<file path="config.mk">
export PLATFORM = sky130hd
export DESIGN_NAME = radicador_param
export DESIGN_NICKNAME = d
export VERILOG_FILES = /design/src/rtl/radicador_pkg.sv /design/src/rtl/radicador_etapa.sv /design/src/rtl/radicador_param.sv
export SDC_FILE = /design/constraint.sdc
export NUM_CORES = 1
export LEC_CHECK = 0
export BUFFER_PORTS_ARGS = -buffer_cell sky130_fd_sc_hd__buf_2
export CAP_MARGIN = 20
export CORE_UTILIZATION = 62
export DETAILED_ROUTE_END_ITERATION = 6
export GPL_TIMING_DRIVEN = 0
export PLACE_DENSITY = 0.84
export SKIP_LAST_GASP = 1
export SLEW_MARGIN = 25
export SYNTH_ARGS = -nofsm -noshare
export SYNTH_HDL_FRONTEND = slang
export SYNTH_SLANG_ARGS = --single-unit
</file>
<file path="constraint.sdc">
create_clock -name clk -period 6.03 [get_ports clk]
set_clock_uncertainty 0.1 [all_clocks]
set_input_delay 1.809 -clock clk [delete_from_list [all_inputs] [get_ports clk]]
set_output_delay 1.809 -clock clk [all_outputs]
set_load 0.1 [all_outputs]
</file>
<file path="src/rtl/radicador_pkg.sv">
// Shared types and helpers for the parametrised square-root unit.
package radicador_pkg;

  typedef enum logic [1:0] {IDLE, ITER, CORR, DONE} rad_state_t;

  // Width of the iteration counter that must reach n-1 (at least one bit).
  function automatic int cnt_width(input int n);
    return (n <= 2) ? 1 : $clog2(n);
  endfunction

endpackage

</file>
<file path="src/rtl/radicador_etapa.sv">
// One non-restoring square-root step: add or subtract the trial divisor
// depending on the sign of the running remainder, and derive the next root bit.
module radicador_etapa #(
  parameter int N = 16
) (
  input  logic [N+1:0] r,
  input  logic [N-1:0] q,
  input  logic [1:0]   pair,
  output logic [N+1:0] temp,
  output logic         q_bit
);

  logic [N+1:0] left;
  logic [N+1:0] right;

  // Shift in the next radicand pair; a negative remainder adds instead of subtracting.
  always_comb begin
    left  = {r[N-1:0], pair};
    right = {q, r[N+1], 1'b1};
    temp  = r[N+1] ? (left + right) : (left - right);
    q_bit = ~temp[N+1];
  end

endmodule

</file>
<file path="src/rtl/radicador_param.sv">
// Iterative non-restoring integer square root: one root bit per cycle,
// a single correction cycle, optional round-to-nearest with saturation.
module radicador_param
  import radicador_pkg::*;
#(
  parameter int W_IN  = 32,
  parameter bit ROUND = 1'b0
) (
  input  logic                clk,
  input  logic                rst_n,
  input  logic                start,
  input  logic                abort,
  input  logic [W_IN-1:0]     x,
  output logic                busy,
  output logic                fin,
  output logic [W_IN/2-1:0]   root,
  output logic [W_IN/2:0]     rem,
  output logic                sat
);

  localparam int N  = W_IN / 2;
  localparam int CW = cnt_width(N);
  localparam logic [CW-1:0] LAST = CW'(N - 1);

  rad_state_t      state, state_nxt;
  logic [W_IN-1:0] a;
  logic [N-1:0]    q;
  logic [N+1:0]    r;
  logic [CW-1:0]   cnt;

  logic [N+1:0]    temp;
  logic            q_bit;

  logic [N+1:0]    r_fix;
  logic [N:0]      rem_c;
  logic [N-1:0]    root_c;
  logic            sat_c;

  radicador_etapa #(.N(N)) u_etapa (
    .r    (r),
    .q    (q),
    .pair (a[W_IN-1:W_IN-2]),
    .temp (temp),
    .q_bit(q_bit)
  );

  assign busy = (state == ITER) || (state == CORR);
  assign fin  = (state == DONE);

  // Next-state decode; abort overrides everything, including a pending start.
  always_comb begin
    state_nxt = state;
    case (state)
      IDLE:    if (start) state_nxt = ITER;
      ITER:    if (cnt == LAST) state_nxt = CORR;
      CORR:    state_nxt = DONE;
      DONE:    if (!start) state_nxt = IDLE;
      default: state_nxt = IDLE;
    endcase
    if (abort) state_nxt = IDLE;
  end

  // Final remainder fix-up and optional rounding, consumed in CORR.
  always_comb begin
    r_fix = r;
    if (r[N+1]) r_fix = r + {1'b0, q, 1'b1};
    rem_c  = r_fix[N:0];
    root_c = q;
    sat_c  = 1'b0;
    if (ROUND && (rem_c > {1'b0, q})) begin
      if (&q) sat_c  = 1'b1;
      else    root_c = q + 1'b1;
    end
  end

  // State, datapath and result registers; results only move on CORR->DONE.
  always_ff @(posedge clk or negedge rst_n) begin
    if (!rst_n) begin
      state <= IDLE;
      a     <= '0;
      q     <= '0;
      r     <= '0;
      cnt   <= '0;
      root  <= '0;
      rem   <= '0;
      sat   <= 1'b0;
    end else begin
      state <= state_nxt;
      case (state)
        IDLE: if (start && !abort) begin
          a   <= x;
          q   <= '0;
          r   <= '0;
          cnt <= '0;
          sat <= 1'b0;
        end
        ITER: if (!abort) begin
          r   <= temp;
          q   <= {q[N-2:0], q_bit};
          a   <= {a[W_IN-3:0], 2'b00};
          cnt <= cnt + 1'b1;
        end
        CORR: if (!abort) begin
          rem  <= rem_c;
          root <= root_c;
          sat  <= sat_c;
        end
        default: ;
      endcase
    end
  end

endmodule

</file>
# == Yosys cells after proc, flatten, opt, wreduce, memory -nomap -nowiden ==
# Cells that the tools add are included.
# totals
regBits,106
output_inout_bits,36
wordCells,56
# classes
n_addsub,4
n_eq_ne,10
mux,22
bitwise,2
reduce_logical,10
# op_table
op,count
32-bit 2-to-1 mux,2
32-bit one-hot mux with 2 select lines,1
18-bit 2-to-1 mux,3
18-bit one-hot mux with 2 select lines,1
16-bit 2-to-1 mux,2
16-bit one-hot mux with 2 select lines,1
18-bit adder,1
18-bit subtractor,1
17-bit adder,1
17-bit 2-to-1 mux,1
3-bit AND reduction,3
2-bit 2-to-1 mux,4
4-bit 2-to-1 mux,2
2-bit one-hot mux with 4 select lines,1
4-bit one-hot mux with 2 select lines,1
"2-bit != test, second input constant",3
"3-bit != test, second input constant",2
"4-bit by 1-bit adder with 4-bit output, second input constant",1
"2-bit == test, second input constant",2
"4-bit == test, second input constant",1
2-bit nonzero test,2
"3-bit by 2-bit != test with 1-bit output, second input constant",1
"2-bit by 1-bit == test with 1-bit output, second input constant",1
2-bit zero test,1
other kinds (7),9

# == Depth between registers and ports, before layout ==
# logic_depth
ltp_word,5
mapped_depth,11

# == By module ==
# Synthesis repeated with hierarchy kept, for this count alone.
# hier_totals
hier_cells,730
area_unflattened_um2,6351.1
# by_module_without_submodules
module,instances,cells_each,area_per_inst_um2,seq_area_each_um2
radicador_param,1,592,5366.4,2627.5
radicador_etapa,1,138,984.7,0.0

# == Worst setup path before layout ==
# No wires, ideal clock.
# synth_timing
path_type,register to output
from,register state[0]
to,output busy
arrival_time_ps,1283
t_required_ps,4121
slack_ps,2838
stages_incl_launch_ff,3
path_buffers,0
cell_sequence,dfrtp_1 inv_1 ha_1
# synth_between
elab_chain_len,2
# synth_lines
item,line_no,text
"start, declared",radicador_param.sv:25,"rad_state_t state, state_nxt;"
"start signal, assigned",radicador_param.sv:88,state <= state_nxt;
2-bit by 1-bit == test with 1-bit output or 2-bit == test (tied branches),radicador_param.sv:47,assign busy = (state == ITER) || (state == CORR);
1-bit logical OR (*),radicador_param.sv:47,
"end, declared",radicador_param.sv:14,"output logic busy,"
# Mark *: on every way between the ends. The rest lies on a longest branch, timed or not.

# == Worst setup path after layout ==
# layout_timing
from,register r[17]
to,register r[10]
# layout_between
elab_chain_len,4
# layout_lines
item,line_no,text
"start, declared",radicador_param.sv:28,logic [N+1:0] r;
"start signal, assigned",radicador_param.sv:98,r <= temp;
18-bit subtractor or 18-bit adder (tied branches),radicador_etapa.sv:20,temp = r[N+1] ? (left + right) : (left - right);
18-bit 2-to-1 mux (*),radicador_etapa.sv:20,
18-bit 2-to-1 mux (*),radicador_param.sv:97,ITER: if (!abort) begin
18-bit one-hot mux with 2 select lines (*),radicador_param.sv:89,case (state)
# Mark *: on every way between the ends. The rest lies on a longest branch, timed or not. The select of a mux whose other input is x is not followed.
# A chain may end at the register's enable or synchronous reset.

==> metrics.md <==
| Metric | Value |
|---|---|
| Yosys warning count | 0 |
| Worst Path Max Fanout | 10 |
| VDD IR max | 0.371 mV |
| Status | completed |
| Pwr dens | 505 nW/um2 |
| Worst-Skew Late Latency | 0.39 ns |
| Total core area | 9730 um2 |
| # Max-Cap Violations | 0 |
| Clk sinks | 105 |
| Fin Setup TNS | 0 ns |
| Layout Nets | 844 |
| CP Data Arrival Time | 3.93 ns |
| Post-CTS Setup Inserts | 0 |
| WL/cell | 16.6 um |
| RSZ-0062 raised after global routing | no |
| Routed Antenna Nets | 0 |
| H-tree depth | 3 |
| CP Capture Type | flop |
| Rel. slew slack | 50.7% |
| Worst-path clk slew | 0.11 ns |
| Initial antenna violation count | 0 |
| Final period utilization | 62.2% |
| Die Y | 102 um |
| Chip width | 102 um |
| Post-Syn Area | 6200 um2 |
| Final instance area | 6960 um2 |
| Via-per-instance ratio | 5.85 |
| First-pass GRT wire length | 24900 um |
| Layout overhead on the synthesized area | 12.4% |
| Final worst slack | 2.28 ns |
| Resized Gates After CTS | 0 |
| Crit Path Class | reg -> reg |
| Post-synthesis sequential area ratio | 42.4% |
| Dpl hpwl | 11300 um |
| Post-synthesis async set-or-reset flop share | 100% |
| Hold Path Class | reg -> reg |
| Syn Area/Cell | 9.01 um2 |
| EDFF count, synth | 0 |
| Rows | 36 |
| Vias | 5313 |
| Port bufs | 70 |
| Vias in the first global route | 5143 |
| Leak Pwr | 3.50 nW |
| Data required, critical path | 6.21 ns |
| Largest net degree at the start of global routing | 55 |
| Startpoint types | flop |
| Clk buf depth | 2 |
| Worst slack, placed | 2.34 ns |
| Tmin final | 3.75 ns |
| Finish-stage setup viols | 0 |
| Final antenna diode count | 0 |
| Drt total wl | 15100 um |
| #FFs+latches synth | 105 |
| Final Core Density | 71.6% |
| Post-synthesis cell count | 688 |
| Count of hold-fix buffers inserted at cts | 0 |
| Root Driver | clkbuf_8 |
| Die area | 10400 um2 |
| Min Hold Slack | 0.379 ns |
| Hold Fails Final Rpt | 0 |
| Post-synth top flop | dfrtp_1 |
| FMAX | 0.267 GHz |
| Cell variety after synth | 53 |
| Share of post-route cells with drive strength above 1 | 12.1% |
| Slew @ Worst Pin | 0.739 ns |
| Grt total ovfl | 0 |
| Initial Utilization | 63.7% |
| Gr usage total | 31.4% |
| Fillers | 772 |
| CTS tree | done |
| GPL Wtd Cong | 0.961 |
| Syn Nets | 762 |
| Iter 0 DRT Violations | 296 |
| DRC Markers | 0 |
| Final number of max-transition violations | 0 |
| Post-DP Area | 6750 um2 |
| 1st-pass router iterations | 5 |
| CTS Buf Count | 9 |
| Boundary Pins | 72 |
synth_stat cells, types with 5 or more instances:
| cell type | count | area [um2] |
|---|---|---|
| a21o_1 | 14 | 105 |
| mux2i_1 | 42 | 420 |
| nor2b_1 | 6 | 37.5 |
| a211o_1 | 6 | 52.6 |
| nand2b_1 | 6 | 37.5 |
| o21a_1 | 10 | 75.1 |
| dfrtp_1 | 105 | 2630 |
| a211oi_1 | 5 | 37.5 |
| and3_1 | 7 | 43.8 |
| inv_1 | 11 | 41.3 |
| a21oi_1 | 29 | 145 |
| buf_1 | 5 | 18.8 |
| o31ai_1 | 6 | 45.0 |
| a31oi_1 | 7 | 43.8 |
| nand3_1 | 26 | 130 |
| clkbuf_1 | 26 | 97.6 |
| nand2_1 | 158 | 593 |
| nor2_1 | 25 | 93.8 |
| o21ai_0 | 60 | 300 |
| o21ai_1 | 8 | 40.0 |
| o211ai_1 | 5 | 37.5 |
| or3_1 | 6 | 37.5 |
| nor3_1 | 6 | 30.0 |
| ha_1 | 37 | 463 |
| xnor2_1 | 31 | 272 |
| xor2_1 | 8 | 70.1 |
cells in the final DEF (no fill, tap or decap), types with 10 or more instances in the layout:
cell type,count
nand3_1,26
clkbuf_8,11
a21oi_1,29
o21a_1,10
nor2_1,25
xnor2_1,31
buf_2,71
a21o_1,14
dfrtp_1,105
ha_1,37
clkbuf_1,26
nand2_1,158
inv_1,11
o21ai_0,60
mux2i_1,42
registers in the layout, summed over array words and instances (netlist names):
register / count
cnt: 4
state: 2
q: 16
root: 16
r: 18
rem: 17
a: 32
cells by family (layout without fill, tap and decap cells):
family                     after synthesis  count (layout)  share of synthesized area (%)
AOI/OAI and AO/OA                      170             170                           17.4
and+or+nand+nor                        247             247                           17.0
muxes                                   43              43                           6.97
buffers and inverters                   45             132                           2.83
adders and majority gates               38              38                           7.79
DFF                                    105             105                           42.4
other                                    1               1                         0.0605
xor gates and xnor gates                39              39                           5.51
worst max-delay path: stages (launching register included):
cell and delay [ns]:
dfrtp_1 0.42, buf_1 0.58, buf_1 0.62, xnor2_1 0.16, ha_1 0.34, nor2b_1 0.16
o21ai_1 0.15, a21oi_1 0.15, o21ba_1 0.23, o21a_1 0.17, or3_1 0.30, a32o_1 0.25
metal layers:
layer  global-route usage, %  vias up  routed length [um]
met5                       0        -                   0
met2                    53.8      200                7410
met4                    12.9        0                 411
li1                        -     2563                   -
met1                    39.9     2516                6430
met3                    4.51       34                 858
power breakdown:
group          total (mW)  leakage, nW  internal, mW  switching, mW
clock network       0.471        0.106         0.217          0.255
registers            1.07         1.40         0.908          0.158
logic                1.98         1.99         0.644           1.34
cell type report:
type / count / area, um2 / area share, %
Clock inverter: 5 / 63.8 / 0.917
Inverter: 11 / 41.3 / 0.593
Tap cell: 133 / 166 / 2.39
Clock buffer: 11 / 151 / 2.17
Sequential cell: 105 / 2630 / 37.7
Buffer: 34 / 134 / 1.92
Timing Repair Buffer: 71 / 384 / 5.52
Multi-Input combinational cell: 538 / 3390 / 48.7
stage by stage:
| step | total power [mW] | cells |
|---|---|---|
| 6_report | 3.52 | 908 |
| 5_1_grt | 3.76 | 908 |
| 4_1_cts | 3.50 | 908 |
| 3_5_place_dp | 3.03 | 892 |
| 3_3_place_gp | 2.96 | 891 |
| 2_1_floorplan | 2.61 | 688 |
path summary, 6_finish.rpt:
| check | cells past startpoint | start | to | slack, ns |
|---|---|---|---|---|
| worst max-delay path | 11 | r[17]$_DFFE_PN0P_ | r[10]$_DFFE_PN0P_ | 2.28 |
| worst min-delay path | 2 | root[13]$_DFFE_PN0P_ | root[13]$_DFFE_PN0P_ | 0.38 |
| worst max register to register | 11 | r[17]$_DFFE_PN0P_ | r[10]$_DFFE_PN0P_ | 2.28 |
| worst min register to register | 2 | root[13]$_DFFE_PN0P_ | root[13]$_DFFE_PN0P_ | 0.38 |
| max in group asynchronous | 2 | rst_n | a[0]$_DFFE_PN0P_ | 3.94 |
| min in group asynchronous | 1 | rst_n | r[12]$_DFFE_PN0P_ | 1.26 |
(Power assumes the default switching activity.)
